===== config.mk =====
export PLATFORM = sky130hd
export DESIGN_NAME = uart_rx_flat
export DESIGN_NICKNAME = d
export VERILOG_FILES = /design/src/rtl/uart_pkg.sv /design/src/rtl/uart_rx_if.sv /design/src/rtl/sync_2ff.sv /design/src/rtl/uart_rx.sv /design/src/flat_wrapper.sv
export SDC_FILE = /design/constraint.sdc
export NUM_CORES = 1
export LEC_CHECK = 0
export CORE_MARGIN = 2
export CORE_UTILIZATION = 40
export DETAILED_ROUTE_END_ITERATION = 10
export PLACE_DENSITY = 0.65
export SYNTH_ARGS = -nofsm -noshare
export SYNTH_HDL_FRONTEND = slang
export SYNTH_HIERARCHICAL = 1
export SYNTH_SLANG_ARGS = --single-unit

===== constraint.sdc =====
create_clock -name clk -period 1.52 [get_ports clk]
set_input_delay 0.456 -clock clk [delete_from_list [all_inputs] [get_ports clk]]
set_output_delay 0.456 -clock clk [all_outputs]
set_load 0.03 [all_outputs]

===== src/rtl/uart_pkg.sv =====
// Shared UART definitions: oversampling ratio, default word size and the
// receiver state encoding. The transmitter will import the same package.
package uart_pkg;

  localparam int OVERSAMPLE    = 16;
  localparam int DEFAULT_DBITS = 8;

  typedef enum logic [1:0] {
    IDLE  = 2'd0,
    START = 2'd1,
    DATA  = 2'd2,
    STOP  = 2'd3
  } rx_state_e;

endpackage : uart_pkg


===== src/rtl/uart_rx_if.sv =====
// Receiver-side UART bundle: oversample strobe and serial line in, received
// word, completion pulse and stop-bit status out.
interface uart_rx_if
  import uart_pkg::*;
#(
  parameter int DBITS = DEFAULT_DBITS
);

  logic             s_tick;
  logic             rx;
  logic [DBITS-1:0] dout;
  logic             rx_done_tick;
  logic             frame_err;

  // Line/strobe driver side (baud generator plus transceiver pin).
  modport master (
    output s_tick,
    output rx,
    input  dout,
    input  rx_done_tick,
    input  frame_err
  );

  // Receiver side.
  modport slave (
    input  s_tick,
    input  rx,
    output dout,
    output rx_done_tick,
    output frame_err
  );

endinterface : uart_rx_if


===== src/rtl/sync_2ff.sv =====
// Two-flop synchronizer for a single asynchronous bit. The reset value is a
// parameter so idle-high lines do not show a false edge leaving reset.
module sync_2ff #(
  parameter logic RST_VAL = 1'b1
) (
  input  logic clk,
  input  logic reset_n,
  input  logic d,
  output logic q
);

  logic meta_q, meta_d;
  logic sync_q, sync_d;

  // Next values: plain two-stage shift of the incoming bit.
  always_comb begin
    meta_d = d;
    sync_d = meta_q;
  end

  // Synchronizer flops with synchronous active-low reset.
  always_ff @(posedge clk) begin
    if (!reset_n) begin
      meta_q <= RST_VAL;
      sync_q <= RST_VAL;
    end else begin
      meta_q <= meta_d;
      sync_q <= sync_d;
    end
  end

  assign q = sync_q;

endmodule : sync_2ff


===== src/rtl/uart_rx.sv =====
// UART receiver driven by an external x16 oversample strobe. Start bit is
// validated at its middle, data bits are sampled mid-bit LSB first, and the
// stop bit is sampled SB_TICK ticks after the last data bit.
module uart_rx
  import uart_pkg::*;
#(
  parameter int DBITS   = DEFAULT_DBITS,
  parameter int SB_TICK = OVERSAMPLE
) (
  input  logic     clk,
  input  logic     reset_n,
  uart_rx_if.slave bus
);

  // Two stop bits need a 5-bit oversample counter.
  localparam int SW = (SB_TICK > OVERSAMPLE) ? 5 : 4;
  localparam logic [SW-1:0] S_MID  = SW'(OVERSAMPLE / 2 - 1);
  localparam logic [SW-1:0] S_LAST = SW'(OVERSAMPLE - 1);
  localparam logic [SW-1:0] S_STOP = SW'(SB_TICK - 1);
  localparam logic [2:0]    N_LAST = 3'(DBITS - 1);

  rx_state_e        state_q, state_d;
  logic [SW-1:0]    s_q, s_d;
  logic [2:0]       n_q, n_d;
  logic [DBITS-1:0] b_q, b_d;
  logic [DBITS-1:0] dout_q, dout_d;
  logic             frame_err_q, frame_err_d;
  logic             done_q, done_d;
  logic             rx_s;

  sync_2ff #(.RST_VAL(1'b1)) u_rx_sync (
    .clk     (clk),
    .reset_n (reset_n),
    .d       (bus.rx),
    .q       (rx_s)
  );

  // Next-state and datapath: everything except start detection waits for s_tick.
  always_comb begin
    state_d     = state_q;
    s_d         = s_q;
    n_d         = n_q;
    b_d         = b_q;
    dout_d      = dout_q;
    frame_err_d = frame_err_q;
    done_d      = 1'b0;
    case (state_q)
      IDLE: begin
        if (!rx_s) begin
          state_d = START;
          s_d     = '0;
        end else begin
          state_d = IDLE;
        end
      end
      START: begin
        if (bus.s_tick) begin
          if (s_q == S_MID) begin
            s_d = '0;
            if (!rx_s) begin
              state_d = DATA;
              n_d     = 3'd0;
            end else begin
              // Line went back high before mid start bit: treat as a glitch.
              state_d = IDLE;
            end
          end else begin
            s_d = s_q + SW'(1);
          end
        end else begin
          state_d = START;
        end
      end
      DATA: begin
        if (bus.s_tick) begin
          if (s_q == S_LAST) begin
            s_d = '0;
            b_d = {rx_s, b_q[DBITS-1:1]};
            if (n_q == N_LAST) begin
              state_d = STOP;
            end else begin
              n_d = n_q + 3'd1;
            end
          end else begin
            s_d = s_q + SW'(1);
          end
        end else begin
          state_d = DATA;
        end
      end
      STOP: begin
        if (bus.s_tick) begin
          if (s_q == S_STOP) begin
            state_d     = IDLE;
            s_d         = '0;
            dout_d      = b_q;
            frame_err_d = ~rx_s;
            done_d      = 1'b1;
          end else begin
            s_d = s_q + SW'(1);
          end
        end else begin
          state_d = STOP;
        end
      end
      default: begin
        state_d = IDLE;
        s_d     = '0;
        n_d     = 3'd0;
      end
    endcase
  end

  // State, counters and registered outputs with synchronous active-low reset.
  always_ff @(posedge clk) begin
    if (!reset_n) begin
      state_q     <= IDLE;
      s_q         <= '0;
      n_q         <= 3'd0;
      b_q         <= '0;
      dout_q      <= '0;
      frame_err_q <= 1'b0;
      done_q      <= 1'b0;
    end else begin
      state_q     <= state_d;
      s_q         <= s_d;
      n_q         <= n_d;
      b_q         <= b_d;
      dout_q      <= dout_d;
      frame_err_q <= frame_err_d;
      done_q      <= done_d;
    end
  end

  assign bus.dout         = dout_q;
  assign bus.frame_err    = frame_err_q;
  assign bus.rx_done_tick = done_q;

endmodule : uart_rx


===== src/flat_wrapper.sv =====
// flat-port wrapper written by rule: the top's interface ports become plain ports
module uart_rx_flat import uart_pkg::*;
#(
  parameter int DBITS   = DEFAULT_DBITS,
  parameter int SB_TICK = OVERSAMPLE
)
  (clk, reset_n, bus_s_tick, bus_rx, bus_dout, bus_rx_done_tick, bus_frame_err);
  uart_rx_if #(.DBITS(DBITS)) bus_i ();
  input  logic clk;
  input  logic reset_n;
  input wire logic [$bits(bus_i.s_tick)-1:0] bus_s_tick;
  input wire logic [$bits(bus_i.rx)-1:0] bus_rx;
  output wire logic [$bits(bus_i.dout)-1:0] bus_dout;
  output wire logic [$bits(bus_i.rx_done_tick)-1:0] bus_rx_done_tick;
  output wire logic [$bits(bus_i.frame_err)-1:0] bus_frame_err;
  assign bus_i.s_tick = bus_s_tick;
  assign bus_i.rx = bus_rx;
  assign bus_dout = bus_i.dout;
  assign bus_rx_done_tick = bus_i.rx_done_tick;
  assign bus_frame_err = bus_i.frame_err;
  uart_rx #(.DBITS(DBITS), .SB_TICK(SB_TICK)) u_core (.clk(clk), .reset_n(reset_n), .bus(bus_i));
endmodule

==> results.toml, run 1 <==
[floorplanning]
die_x_um = 62.18
io_pins = 14
dieArea_um2 = 3866
num_rows = 21
initial_core_util = 0.4122
die-height_um = 62.18
design.core.area_um2 = 3284

[routing]
drt_iter0_markers = 70
ant_nets = 0
first_pass_iters = 4
via_per_inst = 4.859
routed_wl_um = 2669
wire_per_inst_um = 12.53
vias = 1035
route.detailed.drc = 0

[cells_and_area]
stdcell_count = 213
fillers = 327
layout-drive-gt1-share = 0.3234
design_area_um2 = 1709
antenna_cells = 0
syn2layout_area_growth_pct = 26.25
fin_nets = 173

[clock_tree]
cts.sinks = 29
root_buffer = "clkbuf_4"
path_clk_slew_ns = 0.09
htreeDepth = 2
cts_tree = "built"
cts_buffers = 5
cts-hold-fix-buffers = 0
clk_latency_ns = 0.33
cts.path.max_buffers = 2

[critical_path]
worstPathArrival_ns = 1.73
path_cells = "ha_4 -> ha_4 -> nor2b_4 -> a2bb2oi_2 -> a2111oi_4 -> mux2i_1"
critical_path_buf_inv_count = 0
slowest_delay_ns = 0.35
slowest_stage = "dfxtp_2"
critPathRequiredTime_ns = 1.79
start_kind = "register"
critPathKind = "register to register"
critPathMaxFanout = 3
critical_path.most_common_cell = "ha_4"
path_delay_family = "compound AO/OA/AOI/OAI gates"
endpoint_kind = "register"

[synth]
ys_ff_latch = 29
ys_top_cells_by_area = "dfxtp_1 (43%), mux2i_1 (14%), nor2b_1 (8.3%)"
synth_area_leader_cell = "dfxtp_1"
yosys_warnings = 6
yosysUniqueCellTypes = 35
syn-cell-area_um2 = 1354
synth_edf_count = 0
synthFlopType = "dfxtp_1"
syn_area_per_cell_um2 = 9.810
yosysSeqAreaShare = 0.4288
syn_nets = 145
synth_cells = 138
synth_top_area_frac = 0.4288
async_reset_ff_frac = 0

[power_and_ir_drop]
power_density_nw_per_um2 = 800.0
power_leakage_nw = 0.6237
peakVddDrop_uv = 622.4

[global_route]
use_met3 = 0.04891
antenna_found_initial = 0
grt_util_met2 = 0.2473
grt_pass1_vias = 1018
grt_max_degree = 21
grt_pass1_wl_um = 4540
grt_busiest_layer = "met2"
grt_usage = 0.1482
use_met1 = 0.1729
overflow = 0

[placed_design]
gp_congestion = 0.8388
postPlaceCellArea_um2 = 1577
port_buffers = 13
dp_hpwl_um = 1796
place_inst = 200

[timing]
max_freq_ghz = 0.6842
relSlewSlack = 0.7318
drv_slew = 0
setup_viol = 0
rsz0062_at_grt = "yes"
min_period_over_period = 0.9615
finalCriticalPeriod_ns = 1.462
fin_setup_tns_ns = 0
hold_viol = 0
tightestPinTransition_ns = 0.4023
finClkSkew_ns = 0.008093

[run_status]
status = "completed"

[hold_path]
hold_path_class = "register to register"

[job]
maxCapViolCount = 0
[state kept, by name, summed over array words and instances (netlist names)]
signal	count
u_core/bus.frame_err	1
u_core/u_rx_sync/meta_q	1
u_core/s_q	4
u_core/bus.rx_done_tick	1
u_core/state_q	2
u_core/n_q	3
u_core/bus.dout	8
u_core/u_rx_sync/q	1
u_core/b_q	8
[cell usage in the layout (no fill, tap or decap), types with 2 or more instances in the layout]
| cell | synthesis | layout |
|---|---|---|
| buf_4 | 3 | 18 |
| clkbuf_8 | 0 | 2 |
| nor2b_4 | 1 | 2 |
| dfxtp_1 | 29 | 22 |
| o21ai_0 | 6 | 6 |
| a21oi_1 | 4 | 4 |
| mux2i_1 | 19 | 19 |
| clkdlybuf4s50_1 | 0 | 2 |
| or3_1 | 2 | 2 |
| o2111ai_1 | 2 | 2 |
| clkbuf_2 | 0 | 8 |
| nor2b_1 | 18 | 17 |
| o211a_1 | 2 | 2 |
| ha_4 | 0 | 3 |
| nand2_1 | 12 | 12 |
| dfxtp_2 | 0 | 7 |
| nand3_1 | 4 | 4 |
| inv_1 | 3 | 3 |
| nor2_1 | 3 | 2 |
| clkbuf_4 | 0 | 5 |
| nand2b_1 | 3 | 3 |
[logic make-up after synthesis]
| group | count (synthesis) | synth area share |
|---|---|---|
| buffers and inverters | 14 | 0.06007 |
| muxes | 19 | 0.1405 |
| adders and majority gates | 3 | 0.02773 |
| DFF | 29 | 0.4288 |
| AOI/OAI and AO/OA | 21 | 0.1229 |
| and+or+nand+nor | 50 | 0.2070 |
| xor gates and xnor gates | 2 | 0.01294 |
[final cells by class]
| class | count | area (um^2) | share of cell area |
|---|---|---|---|
| Clock inverter | 1 | 5.005 | 0.002928 |
| Sequential cell | 29 | 589.3 | 0.3448 |
| Inverter | 3 | 11.26 | 0.006589 |
| Tap cell | 46 | 57.56 | 0.03367 |
| Clock buffer | 7 | 65.06 | 0.03807 |
| Timing Repair Buffer | 32 | 236.5 | 0.1384 |
| Multi-Input combinational cell | 95 | 744.5 | 0.4356 |
[report_power, final]
group | leakage [nW] | switching, W | internal [W]
logic | 0.345 | 0.0000288 | 0.0000338
clock network | 0.0413 | 0.000265 | 0.000268
registers | 0.238 | 0.00000755 | 0.000764
total | 0.624 | 0.000301 | 0.00107
[per-layer routing]
metal	wire, um	vias to the layer above
met5	0	-
met4	36	0
met3	127	6
met2	1285	19
met1	1218	484
li1	-	526
[repair_timing]
| action | in CTS | in global routing |
|---|---|---|
| buffers inserted | 2 | 3 |
| setup endpoints to repair | 27 | 31 |
| pin swaps | 3 | 6 |
| resized for setup | 30 | 18 |
| hold endpoints to repair | 0 | 0 |
[worst paths after layout]
kind,depth (start not counted),from,slack (ns),endpoint
min,1,u_core/u_rx_sync/meta_q,0.41,u_core/u_rx_sync/q
max,6,u_core/n_q[1],0.06,u_core/n_q[2]
min reg2reg,1,u_core/u_rx_sync/meta_q,0.41,u_core/u_rx_sync/q
max reg2reg,6,u_core/n_q[1],0.06,u_core/n_q[2]
[per-stage QoR]
step                worst slack [ns]  hold slack, ns  total power (W)  utilization
global route                -0.06919          0.4461         0.001437       0.5204
global placement             -0.4098          0.3970        0.0008493       0.4800
finish                       0.05845          0.4132         0.001367       0.5204
CTS                         -0.05792          0.4120         0.001389       0.5170
floorplan                    0.05042          0.3863        0.0008280            -
detailed placement           -0.4382          0.4060        0.0008514       0.4800
[Yosys cell counts (all sizes together) (3+ instances only)]
library cell  number
a21oi              4
buf                7
clkbuf             4
dfxtp             29
ha                 3
inv                3
mux2i             19
nand2             12
nand2b             3
nand3              4
nor2               3
nor2b             19
o21ai              6
[worst reg2reg max path: cells and delay by family (launching register included)]
| kind | cells | cell delay, ns |
|---|---|---|
| AO/OA/AOI/OAI | 2 | 0.39 |
| adder cells (fa/ha/maj) | 2 | 0.32 |
| flip-flops | 1 | 0.35 |
| multiplexers | 1 | 0.23 |
| AND/OR/NAND/NOR | 1 | 0.10 |
No activity file was read; power rests on OpenSTA's default activity.
==> run 2: changes to the inputs <==
- CTS_CLUSTER_SIZE: unset -> 20
- SKIP_CTS_REPAIR_TIMING: unset -> 1
==> run 2 against run 1 <==
Against the previous run: the flow now finishes with violations (negative setup slack); final cell count shrank 2.3%; clock skew decreased by 0.00060 ns; register-to-register slack worse by 0.07 ns; critical path type unchanged; highest routed layer unchanged.
==> results.toml, run 2 (synthesis results as in run 1) <==
[timing]
tightestPinTransition_ns = 0.4017
finalCriticalPeriod_ns = 1.535
finClkSkew_ns = 0.007491
min_period_over_period = 1.010
timing.final.ws_setup_ns = -0.01550
relSlewSlack = 0.7322
fin_setup_tns_ns = -0.03327
setup_viol = 3
rsz0062_at_grt = "yes"
hold_viol = 0
max_freq_ghz = 0.6513
drv_slew = 0

[global_route]
antenna_found_initial = 0
grt_pass1_vias = 992
grt_max_degree = 21
grt_usage = 0.1428
overflow = 0
grt_pass1_wl_um = 4353

[run_status]
violations = "negative setup slack"
status = "finished, violations left"

[floorplanning]
design.core.area_um2 = 3284
die-height_um = 62.18
dieArea_um2 = 3866
initial_core_util = 0.4122
io_pins = 14
num_rows = 21
die_x_um = 62.18

[critical_path]
path_delay_family = "compound AO/OA/AOI/OAI gates"
start_kind = "register"
endpoint_kind = "register"
worstPathArrival_ns = 1.80
critical_path_buf_inv_count = 0
reg2reg_slack_ns = -0.02
critical_path.most_common_cell = "ha_4"
critPathMaxFanout = 3
slowest_stage = "a2111oi_4"
critPathRequiredTime_ns = 1.78
path_cells = "ha_4 -> ha_4 -> nor2b_2 -> a2bb2oi_2 -> a2111oi_4 -> mux2i_1"
slowest_delay_ns = 0.40
critPathKind = "register to register"

[clock_tree]
clk_latency_ns = 0.33
root_buffer = "clkbuf_4"
cts_buffers = 5
htreeDepth = 2
cts_tree = "built"
cts.sinks = 29
path_clk_slew_ns = 0.09
cts.path.max_buffers = 2

[cells_and_area]
multi_input_area_um2 = 739.5
fillers = 316
regArea_um2 = 589.3
layout-drive-gt1-share = 0.2469
post-route-util = 0.5280
fin_nets = 168
antenna_cells = 0
final_common_cell = "dfxtp_1"
layout.cells.most_common_list = "dfxtp_1 (22), mux2i_1 (19), nor2b_1 (17)"
syn2layout_area_growth_pct = 28.10

[job]
maxCapViolCount = 0

[power_and_ir_drop]
p_int_w = 0.001066
swShare = 0.2199
pwr-share-clk = 0.389
total_power_w = 0.001367
power_density_nw_per_um2 = 788.3
peakVddDrop_uv = 624.9
power_frac_seq = 0.565
power_leakage_nw = 0.7802
switchingPower_w = 0.0003006
pwr-share-comb = 0.046

[routing]
route.detailed.drc = 0
first_pass_iters = 4
ant_nets = 0
routed_wl_um = 2572
drt_iter0_markers = 60
via_per_inst = 4.861
wire_per_inst_um = 12.37
vias = 1011

[placed_design]
gp_congestion = 0.8388
dp_hpwl_um = 1796
place_ws_ns = -0.4382
port_buffers = 13

[hold_path]
hold_path_class = "register to register"
run 2: cell types whose count changed in the layout (fill, tap and decap cells not counted), sizes merged:
cell / before / now
dlygate4sd2: 1 / 0
buf: 19 / 14
clkbuf: 15 / 7
clkdlybuf4s15: 2 / 0
dlymetal6s2s: 0 / 11
run 2: metrics by stage:
step                      instances  hold slack, ns  area, um^2
after global routing            208          0.4461        1734
after floorplan                 138          0.3863        1354
after CTS                       208          0.4120        1647
after detailed placement        200          0.4060        1577
after global placement          200          0.3970        1577
final                           208          0.4143        1734
run 2: cell type report:
cell class / count / share of cell area
flip-flops and latches: 29 / 0.3398
well taps: 46 / 0.03319
repair buffers: 27 / 0.1537
inverters: 3 / 0.006494
multi-input cells: 95 / 0.4264
clock buffers: 7 / 0.03752
clock inverters: 1 / 0.002886
run 2: routing by layer:
layer | global-route usage | share of wire | wire (um) | vias up
met1 | 0.1650 | 0.46 | 1188 | 475
met5 | 0 | 0 | 0 | -
li1 | - | - | - | 517
met2 | 0.2378 | 0.48 | 1231 | 15
met4 | 0.06667 | 0.011 | 28 | 0
met3 | 0.04891 | 0.048 | 123 | 4
run 2: final timing paths:
path,end,from,depth (start not counted)
worst max-delay path,u_core/n_q[2],u_core/n_q[0],6
worst min-delay path,u_core/u_rx_sync/q,u_core/u_rx_sync/meta_q,1
worst min register to register,u_core/u_rx_sync/q,u_core/u_rx_sync/meta_q,1
worst max register to register,u_core/n_q[2],u_core/n_q[0],6
run 2: power by group through the flow:
stage	Clock, W	Combinational (W)	Sequential, W
after global placement	0	0.0000608	0.000789
after detailed placement	0	0.0000625	0.000789
final	0.000532	0.0000625	0.000772
after CTS	0.000556	0.0000629	0.000771
after floorplan	0	0.0000434	0.000785
after global routing	0.000594	0.0000694	0.000774
==> run 3: changes to the inputs <==
- SYNTH_HIERARCHICAL: 1 -> unset
==> run 3 against run 2 <==
Against the previous run: the flow now finishes without violations; clock power rose by 48%; sequential power is 2% higher; synthesized area decreased by 6.5%; routed wire length down 2.6%; clock-buffer cell count is 2 lower; critical path depth decreased by 2; clock skew up 0.0080 ns; synthesized cell count fell by 10%; via count shrank 0.20%; final cell count is 3.8% lower; maximum frequency increased by 4.3%; largest cell class unchanged.
==> results.toml, run 3 <==
[run_status]
status = "completed"

[cells_and_area]
fillers = 266
post-route-util = 0.5690
fin_nets = 162
syn2layout_area_growth_pct = 36.07
layout-drive-gt1-share = 0.2692
final_common_cell = "dfxtp_1"
layout.cells.most_common_list = "dfxtp_1 (26), nor2_1 (22), mux2i_1 (17)"
antenna_cells = 0

[power_and_ir_drop]
power_leakage_nw = 0.8193
switchingPower_w = 0.0003526
power_density_nw_per_um2 = 981.1
peakVddDrop_uv = 571.2
pwr-share-clk = 0.467
swShare = 0.2086
p_int_w = 0.001338
power_frac_seq = 0.465
pwr-share-comb = 0.068

[timing]
hold_viol = 0
drv_slew = 0
tightestPinTransition_ns = 0.3363
holdWs_ns = 0.4162
finClkSkew_ns = 0.01549
finalCriticalPeriod_ns = 1.473
setup_viol = 0
relSlewSlack = 0.7723
max_freq_ghz = 0.6791
rsz0062_at_grt = "yes"
min_period_over_period = 0.9688

[routing]
ant_nets = 0
via_per_inst = 5.045
first_pass_iters = 4
routed_wl_um = 2504
drt_iter0_markers = 44
wire_per_inst_um = 12.52
vias = 1009
route.detailed.drc = 0

[floorplanning]
design.core.area_um2 = 3028
die-height_um = 60.27
die_x_um = 60.27
initial_core_util = 0.4182
io_pins = 14
num_rows = 20
dieArea_um2 = 3632

[global_route]
overflow = 0
antenna_found_initial = 0
grt_usage = 0.1601
grt_max_degree = 16
grt_pass1_vias = 951
grt_pass1_wl_um = 4209

[critical_path]
worst_r2r_path_depth = 4
critPathKind = "register to register"
start_kind = "register"
worstPathArrival_ns = 1.71
critPathRequiredTime_ns = 1.76
critPathMaxFanout = 11
endpoint_kind = "register"

[hold_path]
hold_path_class = "register to register"
hold_depth = 1

[synth]
syn_area_per_cell_um2 = 10.21
synth_edf_count = 0
yosysMostFrequentCell = "dfxtp_1"
synth_top_area_frac = 0.4585
yosysSeqAreaShare = 0.4585
synth_area_leader_cell = "dfxtp_1"
synth_cells = 124
yosys_warnings = 0
ys_ff_latch = 29
syn-cell-area_um2 = 1266
synthFlopType = "dfxtp_1"
yosysUniqueCellTypes = 39
ys_top_cells_by_area = "dfxtp_1 (46%), mux2i_1 (13%), nor2_1 (6.5%)"
syn_nets = 131
netlist_top_cells_count = "dfxtp_1 (29), nor2_1 (22), mux2i_1 (17)"
async_reset_ff_frac = 0

[clock_tree]
clk_latency_ns = 0.33
path_clk_slew_ns = 0.10
root_buffer = "clkbuf_4"
cts_tree = "built"
htreeDepth = 2
cts_buffers = 5
cts.path.max_buffers = 2
cts.sinks = 29

[placed_design]
port_buffers = 13
gp_congestion = 0.7989
dp_hpwl_um = 1736

[job]
maxCapViolCount = 0
run 3: power by group through the flow:
stage | Combinational (W) | Sequential, W | Clock (W)
2_1_floorplan | 0.0000720 | 0.000796 | 0
3_3_place_gp | 0.000108 | 0.000801 | 0
3_5_place_dp | 0.000111 | 0.000802 | 0
4_1_cts | 0.000112 | 0.000784 | 0.000812
5_1_grt | 0.000128 | 0.000789 | 0.000851
6_report | 0.000115 | 0.000787 | 0.000789
run 3: cells by family (layout without fill, tap and decap cells):
kind of cell / Yosys count / in the layout / synth area share
buf+inv: 8 / 40 / 0.03953
xor+xnor: 1 / 1 / 0.006918
flops: 29 / 29 / 0.4585
mux: 18 / 18 / 0.1462
simple gates: 47 / 47 / 0.2045
fa+ha+maj: 3 / 3 / 0.02965
compound gates: 18 / 18 / 0.1146
run 3: through the flow:
stage	power [W]	setup TNS, ns	setup slack (ns)	cells	instance area, um^2
floorplan	0.0008680	0	0.09894	124	1266
global placement	0.0009092	-9.089	-0.4162	192	1549
detailed placement	0.0009131	-9.500	-0.4499	192	1549
global route	0.001768	-0.1414	-0.05121	200	1723
finish	0.001690	0	0.04742	200	1723
CTS	0.001707	-3.737	-0.3189	200	1652
run 3: layer usage:
layer  wire [um]  up-vias  share of wire  global-route usage
li1            -      504              -                   -
met5           0        -              0                   0
met4          59        0          0.024             0.08571
met2        1180       25           0.47              0.2252
met1        1146      475           0.46              0.2111
met3         117        5          0.047             0.05844
run 3: worst paths after layout:
kind / startpoint / to / slack (ns)
worst max-delay path: u_core.state_q[0] / u_core.n_q[0] / 0.05
worst min-delay path: u_core.u_rx_sync.meta_q / u_core.u_rx_sync.q / 0.42
worst max register to register: u_core.state_q[0] / u_core.n_q[0] / 0.05
worst min register to register: u_core.u_rx_sync.meta_q / u_core.u_rx_sync.q / 0.42
run 3: critical path, cell delays in order (launching register included):
cell and delay [ns]:
dfxtp_1 0.43, nand4b_4 0.29, o31ai_4 0.30, a21oi_2 0.10, mux2_4 0.26
run 3: area by class of cell:
type | count | area, um^2 | area share
tap | 44 | 55.05 | 0.03195
clock buffer | 5 | 37.54 | 0.02179
inverter | 2 | 7.507 | 0.004357
timing repair buffer | 30 | 301.5 | 0.1750
multi-input combinational | 87 | 671.9 | 0.3900
clock inverter | 3 | 65.06 | 0.03776
sequential | 29 | 584.3 | 0.3391
